File: src/rtl/serdiv_radix.sv
// Iterative restoring integer divider retiring BITS_PER_CYCLE quotient bits per clock,
// with a single-cycle fast path for divide-by-zero, signed overflow and |a| < |b|.
module serdiv_radix #(
    parameter int WIDTH          = 64,
    parameter int BITS_PER_CYCLE = 1,
    parameter int ID_WIDTH       = 3
) (
    input  logic                clk_i,
    input  logic                rst_ni,
    input  logic                clr_i,
    input  logic                flush_i,
    input  logic [ID_WIDTH-1:0] id_i,
    input  logic [WIDTH-1:0]    op_a_i,
    input  logic [WIDTH-1:0]    op_b_i,
    input  logic [2:0]          opcode_i,
    input  logic                in_vld_i,
    output logic                in_rdy_o,
    output logic                out_vld_o,
    input  logic                out_rdy_i,
    output logic [ID_WIDTH-1:0] id_o,
    output logic [WIDTH-1:0]    res_o
);

    localparam logic [1:0] IDLE   = 2'd0;
    localparam logic [1:0] DIVIDE = 2'd1;
    localparam logic [1:0] FINISH = 2'd2;

    localparam int CNT_W = $clog2(WIDTH / BITS_PER_CYCLE + 1);
    localparam logic [CNT_W-1:0] N_FULL = CNT_W'(WIDTH / BITS_PER_CYCLE);
    localparam logic [CNT_W-1:0] N_WORD = CNT_W'(32 / BITS_PER_CYCLE);

    logic [1:0]          state_q, state_d;
    logic [CNT_W-1:0]    cnt_q, cnt_d;
    logic [WIDTH-1:0]    rem_q, rem_d;
    logic [WIDTH-1:0]    quo_q, quo_d;
    logic [WIDTH-1:0]    div_q, div_d;
    logic [WIDTH-1:0]    res_q, res_d;
    logic [ID_WIDTH-1:0] id_q, id_d;
    logic                remSel_q, remSel_d;
    logic                negQ_q, negQ_d;
    logic                negR_q, negR_d;
    logic                word_q, word_d;

    logic             isSigned, remSel, word, accept;
    logic [WIDTH-1:0] aExt, bExt, absA, absB, minVal, fastRes, wordA;
    logic             aNeg, bNeg, bZero, overflow, smaller, fast;
    logic [WIDTH-1:0] stepRem, stepQuo, qFix, rFix, sel, divRes;
    logic [WIDTH:0]   shifted, diff;

    function automatic logic [WIDTH-1:0] wordExt(input logic w, input logic [WIDTH-1:0] x);
        return w ? {{(WIDTH-32){x[31]}}, x[31:0]} : x;
    endfunction

    assign in_rdy_o  = ((state_q == IDLE) | ((state_q == FINISH) & out_rdy_i)) & ~flush_i & rst_ni;
    assign out_vld_o = (state_q == FINISH) & ~flush_i;
    assign res_o     = res_q;
    assign id_o      = id_q;
    assign accept    = in_vld_i & in_rdy_o;

    // Operands are reduced to magnitudes; word mode sign- or zero-extends the low half first.
    always_comb begin
        isSigned = opcode_i[0];
        remSel   = opcode_i[1];
        word     = opcode_i[2];
        aExt     = word ? {{(WIDTH-32){isSigned & op_a_i[31]}}, op_a_i[31:0]} : op_a_i;
        bExt     = word ? {{(WIDTH-32){isSigned & op_b_i[31]}}, op_b_i[31:0]} : op_b_i;
        aNeg     = isSigned & aExt[WIDTH-1];
        bNeg     = isSigned & bExt[WIDTH-1];
        absA     = aNeg ? -aExt : aExt;
        absB     = bNeg ? -bExt : bExt;
        minVal   = word ? {{(WIDTH-31){1'b1}}, 31'b0} : {1'b1, {(WIDTH-1){1'b0}}};
        bZero    = (bExt == '0);
        overflow = isSigned & (aExt == minVal) & (bExt == '1);
        smaller  = (absA < absB);
        fast     = bZero | overflow | smaller;
        wordA    = wordExt(word, op_a_i);
        if (bZero)
            fastRes = remSel ? wordA : '1;
        else if (overflow)
            fastRes = remSel ? '0 : aExt;
        else
            fastRes = remSel ? wordA : '0;
    end

    // Chained restoring steps; the WIDTH+1 bit trial result's MSB is the borrow.
    always_comb begin
        stepRem = rem_q;
        stepQuo = quo_q;
        shifted = '0;
        diff    = '0;
        for (int i = 0; i < BITS_PER_CYCLE; i++) begin
            shifted = {stepRem, stepQuo[WIDTH-1]};
            diff    = shifted - {1'b0, div_q};
            stepQuo = {stepQuo[WIDTH-2:0], ~diff[WIDTH]};
            stepRem = diff[WIDTH] ? shifted[WIDTH-1:0] : diff[WIDTH-1:0];
        end
        qFix   = negQ_q ? -stepQuo : stepQuo;
        rFix   = negR_q ? -stepRem : stepRem;
        sel    = remSel_q ? rFix : qFix;
        divRes = wordExt(word_q, sel);
    end

    always_comb begin
        state_d  = state_q;
        cnt_d    = cnt_q;
        rem_d    = rem_q;
        quo_d    = quo_q;
        div_d    = div_q;
        res_d    = res_q;
        id_d     = id_q;
        remSel_d = remSel_q;
        negQ_d   = negQ_q;
        negR_d   = negR_q;
        word_d   = word_q;
        if (flush_i) begin
            state_d = IDLE;
        end else if (accept) begin
            id_d     = id_i;
            remSel_d = remSel;
            negQ_d   = aNeg ^ bNeg;
            negR_d   = aNeg;
            word_d   = word;
            div_d    = absB;
            if (fast) begin
                state_d = FINISH;
                cnt_d   = '0;
                res_d   = fastRes;
            end else begin
                // Word-mode dividends sit in the top half so only 32 steps are needed.
                state_d = DIVIDE;
                cnt_d   = word ? N_WORD : N_FULL;
                rem_d   = '0;
                quo_d   = word ? (absA << (WIDTH - 32)) : absA;
            end
        end else begin
            case (state_q)
                DIVIDE: begin
                    rem_d = stepRem;
                    quo_d = stepQuo;
                    cnt_d = cnt_q - 1'b1;
                    if (cnt_q == CNT_W'(1)) begin
                        state_d = FINISH;
                        res_d   = divRes;
                    end
                end
                FINISH: begin
                    if (out_rdy_i)
                        state_d = IDLE;
                end
                default: ;
            endcase
        end
    end

    always_ff @(posedge clk_i) begin
        if (!rst_ni || clr_i) begin
            state_q  <= IDLE;
            cnt_q    <= '0;
            rem_q    <= '0;
            quo_q    <= '0;
            div_q    <= '0;
            res_q    <= '0;
            id_q     <= '0;
            remSel_q <= 1'b0;
            negQ_q   <= 1'b0;
            negR_q   <= 1'b0;
            word_q   <= 1'b0;
        end else begin
            state_q  <= state_d;
            cnt_q    <= cnt_d;
            rem_q    <= rem_d;
            quo_q    <= quo_d;
            div_q    <= div_d;
            res_q    <= res_d;
            id_q     <= id_d;
            remSel_q <= remSel_d;
            negQ_q   <= negQ_d;
            negR_q   <= negR_d;
            word_q   <= word_d;
        end
    end

endmodule

File: config.mk
export PLATFORM = sky130hd
export DESIGN_NAME = serdiv_radix
export DESIGN_NICKNAME = d
export VERILOG_FILES = /design/src/rtl/serdiv_radix.sv
export SDC_FILE = /design/constraint.sdc
export NUM_CORES = 1
export LEC_CHECK = 0
export CAP_MARGIN = 10
export CORE_MARGIN = 3
export CORE_UTILIZATION = 30
export CTS_BUF_LIST = sky130_fd_sc_hd__clkbuf_4 sky130_fd_sc_hd__clkbuf_8
export DETAILED_ROUTE_END_ITERATION = 8
export GPL_ROUTABILITY_DRIVEN = 0
export RECOVER_POWER = 25
export SYNTH_ARGS = -nofsm -noshare
export SYNTH_HDL_FRONTEND = slang
export SYNTH_SLANG_ARGS = --single-unit
File: constraint.sdc
create_clock -name clk_i -period 9.6 [get_ports clk_i]
set_clock_uncertainty 0.1 [all_clocks]
set_input_delay 1.92 -clock clk_i [delete_from_list [all_inputs] [get_ports clk_i]]
set_output_delay 1.92 -clock clk_i [all_outputs]
set_load 0.03 [all_outputs]
==> impl_metrics.toml <==
[status]
status = "finished with violations"
violations = "capacitance limit, slew limit"

[global_route]
grt_pass1_vias = 27000
grt_max_degree = 84
track_usage_pct = 24.4
antenna_found_initial = 8
grt_overflow = 0
grt_pass1_wl_um = 172000

[yosys]
syn_area_mm2 = 0.0263
synth_top_area_share_pct = 20.7
asyncSetResetFlopFracSynth_pct = 0
yosysWarningCount = 0
synth_ff_type = "dfxtp_1"
synth_edf_count = 0
avgSynthCellArea_um2 = 6.93
synth.most_common_cell = "nor2_1"
synth_commonest_cells = "578 x nor2_1, 386 x a21oi_1, 308 x nand2_1, 272 x dfxtp_1, 243 x o21ai_0"
yosys-top-cells-area = "dfxtp_1 21%, nor2_1 8.2%, a21oi_1 7.3%"
synth_top_cell_by_area = "dfxtp_1"
ys_seq_elements = 272
syn_inst = 3801
ys_seq_area_share_pct = 20.7
synth_nets = 4076
yosys.cell_types.count = 101

[final_layout]
fillers = 9413
finalInstanceArea_mm2 = 0.0303
regArea_mm2 = 0.00545
nets = 4131
area_growth_pct = 15.1
drive_gt1_share_pct = 5.71
multi_input_area_mm2 = 0.0194

[cts]
clock_sinks = 272
postCtsSetupRepairBufs = 0
cts_made_buffers = 45
hold_buffers = 0
clock-root-buffer = "clkbuf_8"
htree_levels = 2
clock_latency_ns = 0.63
cts_tree = "done"
cts_resized = 0
clk_path_buf_depth = 3
path_clk_slew_ns = 0.07

[power_and_ir_drop]
pwr-share-clk_pct = 32.1
netSwitchingPower_uw = 1510
p_sw_share_pct = 39.6
irDropWorstVdd_mv = 0.0826
powerDensity_mw_per_mm2 = 126
power.internal_uw = 2300
power_uw = 3810
seq_power_share_pct = 30.3
comb_power_share_pct = 37.5
leakage_uw = 0.0116

[timing]
min_period_ns = 8.54
fmax_ghz = 0.117
timing.setup.tns_ns = 0
fin_ws_ns = 1.06
rsz0062_at_grt = "false"
slew_violations = 309
hold_violations = 0
relSlewSlack_pct = -149
whs_ns = 0.357
final.period_utilization_pct = 89.0
setup_violations = 0
worstMarginPinSlew_ns = 3.74

[placement]
port_buffers = 208
dp_hpwl_um = 92900
place_area_mm2 = 0.0293
dp_slack_ns = 0.594

[setup_path]
endpoint_kind = "flop"
critPathLaunchType = "primary input"
crit_end = "quo_q[48]"
reg2reg_slack_ns = 1.87
cp-startpoint = "op_b_i[21]"
r2r_end = "res_o[58]"
path_class = "in2reg"
cp.arrival_ns = 8.90
reg2regPathDepth = 23
required_ns = 9.96
r2r_start = "div_q[50]"
cp_max_fo = 43

[floorplanning]
dieWidth_um = 302
rows = 108
die_h_um = 302
core_mm2 = 0.0869
start_util_pct = 30.3
dieArea_mm2 = 0.0914
io_pins = 209

[drt]
postRouteAntennaNets = 0
drt_first_pass_iters = 6
drt_wl_total_um = 117000
dr_total_vias = 29800
drc = 0
post_drt_wl_per_cell_um = 23.2
via_per_inst = 5.90
drt_iter0_drc = 3673

[worst_hold_path]
min_path_type = "reg2reg"

[run]
maxCapViolations = 5
-- cell families after synthesis --
group	after synthesis	share of synthesized area [%]
buf+inv	364	5.70
mux	43	1.66
xor+xnor	252	8.38
fa+ha+maj	135	6.44
compound gates	1251	30.7
flops	272	20.7
simple gates	1484	26.4
-- placed cells by master (no fill, tap or decap), types with 12 or more instances in the layout --
cell type | netlist | routed
nor2_1 | 578 | 575
a21oi_1 | 386 | 386
nand2_1 | 308 | 308
dfxtp_1 | 272 | 269
o21ai_0 | 243 | 243
nor3_1 | 183 | 183
clkdlybuf4s50_1 | 0 | 139
xnor2_1 | 135 | 135
ha_1 | 134 | 134
xor2_1 | 117 | 117
inv_1 | 112 | 112
a211oi_1 | 95 | 95
nand4_1 | 72 | 72
dlygate4sd3_1 | 0 | 68
o31ai_1 | 65 | 65
nand3_1 | 63 | 63
clkbuf_8 | 0 | 57
a21o_1 | 55 | 55
o211ai_1 | 52 | 52
or3_1 | 49 | 49
a31oi_1 | 49 | 49
buf_4 | 8 | 44
a22oi_1 | 40 | 40
mux2i_1 | 37 | 37
a221oi_1 | 37 | 37
nor4_1 | 36 | 36
or4_1 | 30 | 30
nor2b_1 | 28 | 27
o21ai_1 | 28 | 27
nand2b_1 | 25 | 24
or2_2 | 22 | 22
o21a_1 | 21 | 21
and3_1 | 19 | 19
o41ai_1 | 19 | 19
and2_1 | 14 | 13
o22ai_1 | 13 | 13
o32ai_1 | 12 | 12
o21bai_1 | 12 | 12
-- how the worst min path moves through the flow --
stage	endpoint	depth (start not counted)	start	slack [ns]
after floorplan	div_q[0]	2	div_q[0]	0.34
after global placement	id_o[1]	2	id_o[1]	0.35
after detailed placement	id_o[2]	2	id_o[2]	0.35
after CTS	id_o[0]	2	id_o[0]	0.36
after global routing	id_o[1]	2	id_o[1]	0.39
final	id_o[0]	2	id_o[0]	0.36
-- power by group through the flow --
stage / registers (uW) / clock network [uW] / logic [uW]
after global placement: 1180 / 0 / 1380
after floorplan: 1180 / 0 / 917
after detailed placement: 1180 / 0 / 1390
after CTS: 1160 / 1230 / 1390
final: 1160 / 1220 / 1430
after global routing: 1160 / 1280 / 1530
-- metal layers --
metal / track usage [%] / vias up / part of all wire [%]
met5: 0 / - / 0.038
met4: 11.8 / 6 / 5.3
met3: 3.85 / 256 / 8.9
met2: 37.0 / 1600 / 43
met1: 33.6 / 13900 / 43
li1: - / 14100 / -
-- stage by stage --
stage          utilization (%)  cells
2_1_floorplan                -   3801
3_3_place_gp              33.7   4964
3_5_place_dp              33.7   4964
4_1_cts                   34.9   5045
5_1_grt                   34.9   5046
6_report                  34.9   5048
-- sequential cells by signal, summed over array words and instances (netlist names) --
register and flops:
rem_q 64, remSel_q 1, word_q 1, div_q 64, state_q 2, cnt_q 7, negQ_q 1, quo_q 64
negR_q 1, res_o 64, id_o 3
-- final cells by class --
type                    count  area share (%)
clock inverters            13           0.619
diodes                      3          0.0248
multi-input cells        3165            64.1
clock buffers              68            2.86
inverters                 114            1.41
flip-flops and latches    272            18.0
well taps                1155            4.77
repair buffers            258            8.23
-- critical path, stage by stage --
cell	delay (ns)
clkdlybuf4s50_1	0.49
or4_1	0.60
nor4_1	0.43
and4_1	0.40
o211ai_1	0.24
nor2_1	0.22
nand2_1	0.12
nor2_1	0.59
a21oi_1	0.17
xnor2_1	0.16
or2_2	0.30
ha_1	0.28
nand3_1	0.09
nor3_1	0.37
nand4_1	0.32
nor3_1	0.35
nand3_1	0.14
o221ai_1	0.23
o21a_1	0.36
nor2_1	0.23
nor2_2	0.26
buf_12	0.25
o211ai_1	0.12
o21ai_0	0.19
nor2_1	0.05
Note: power is estimated with default switching activity, not from simulation.
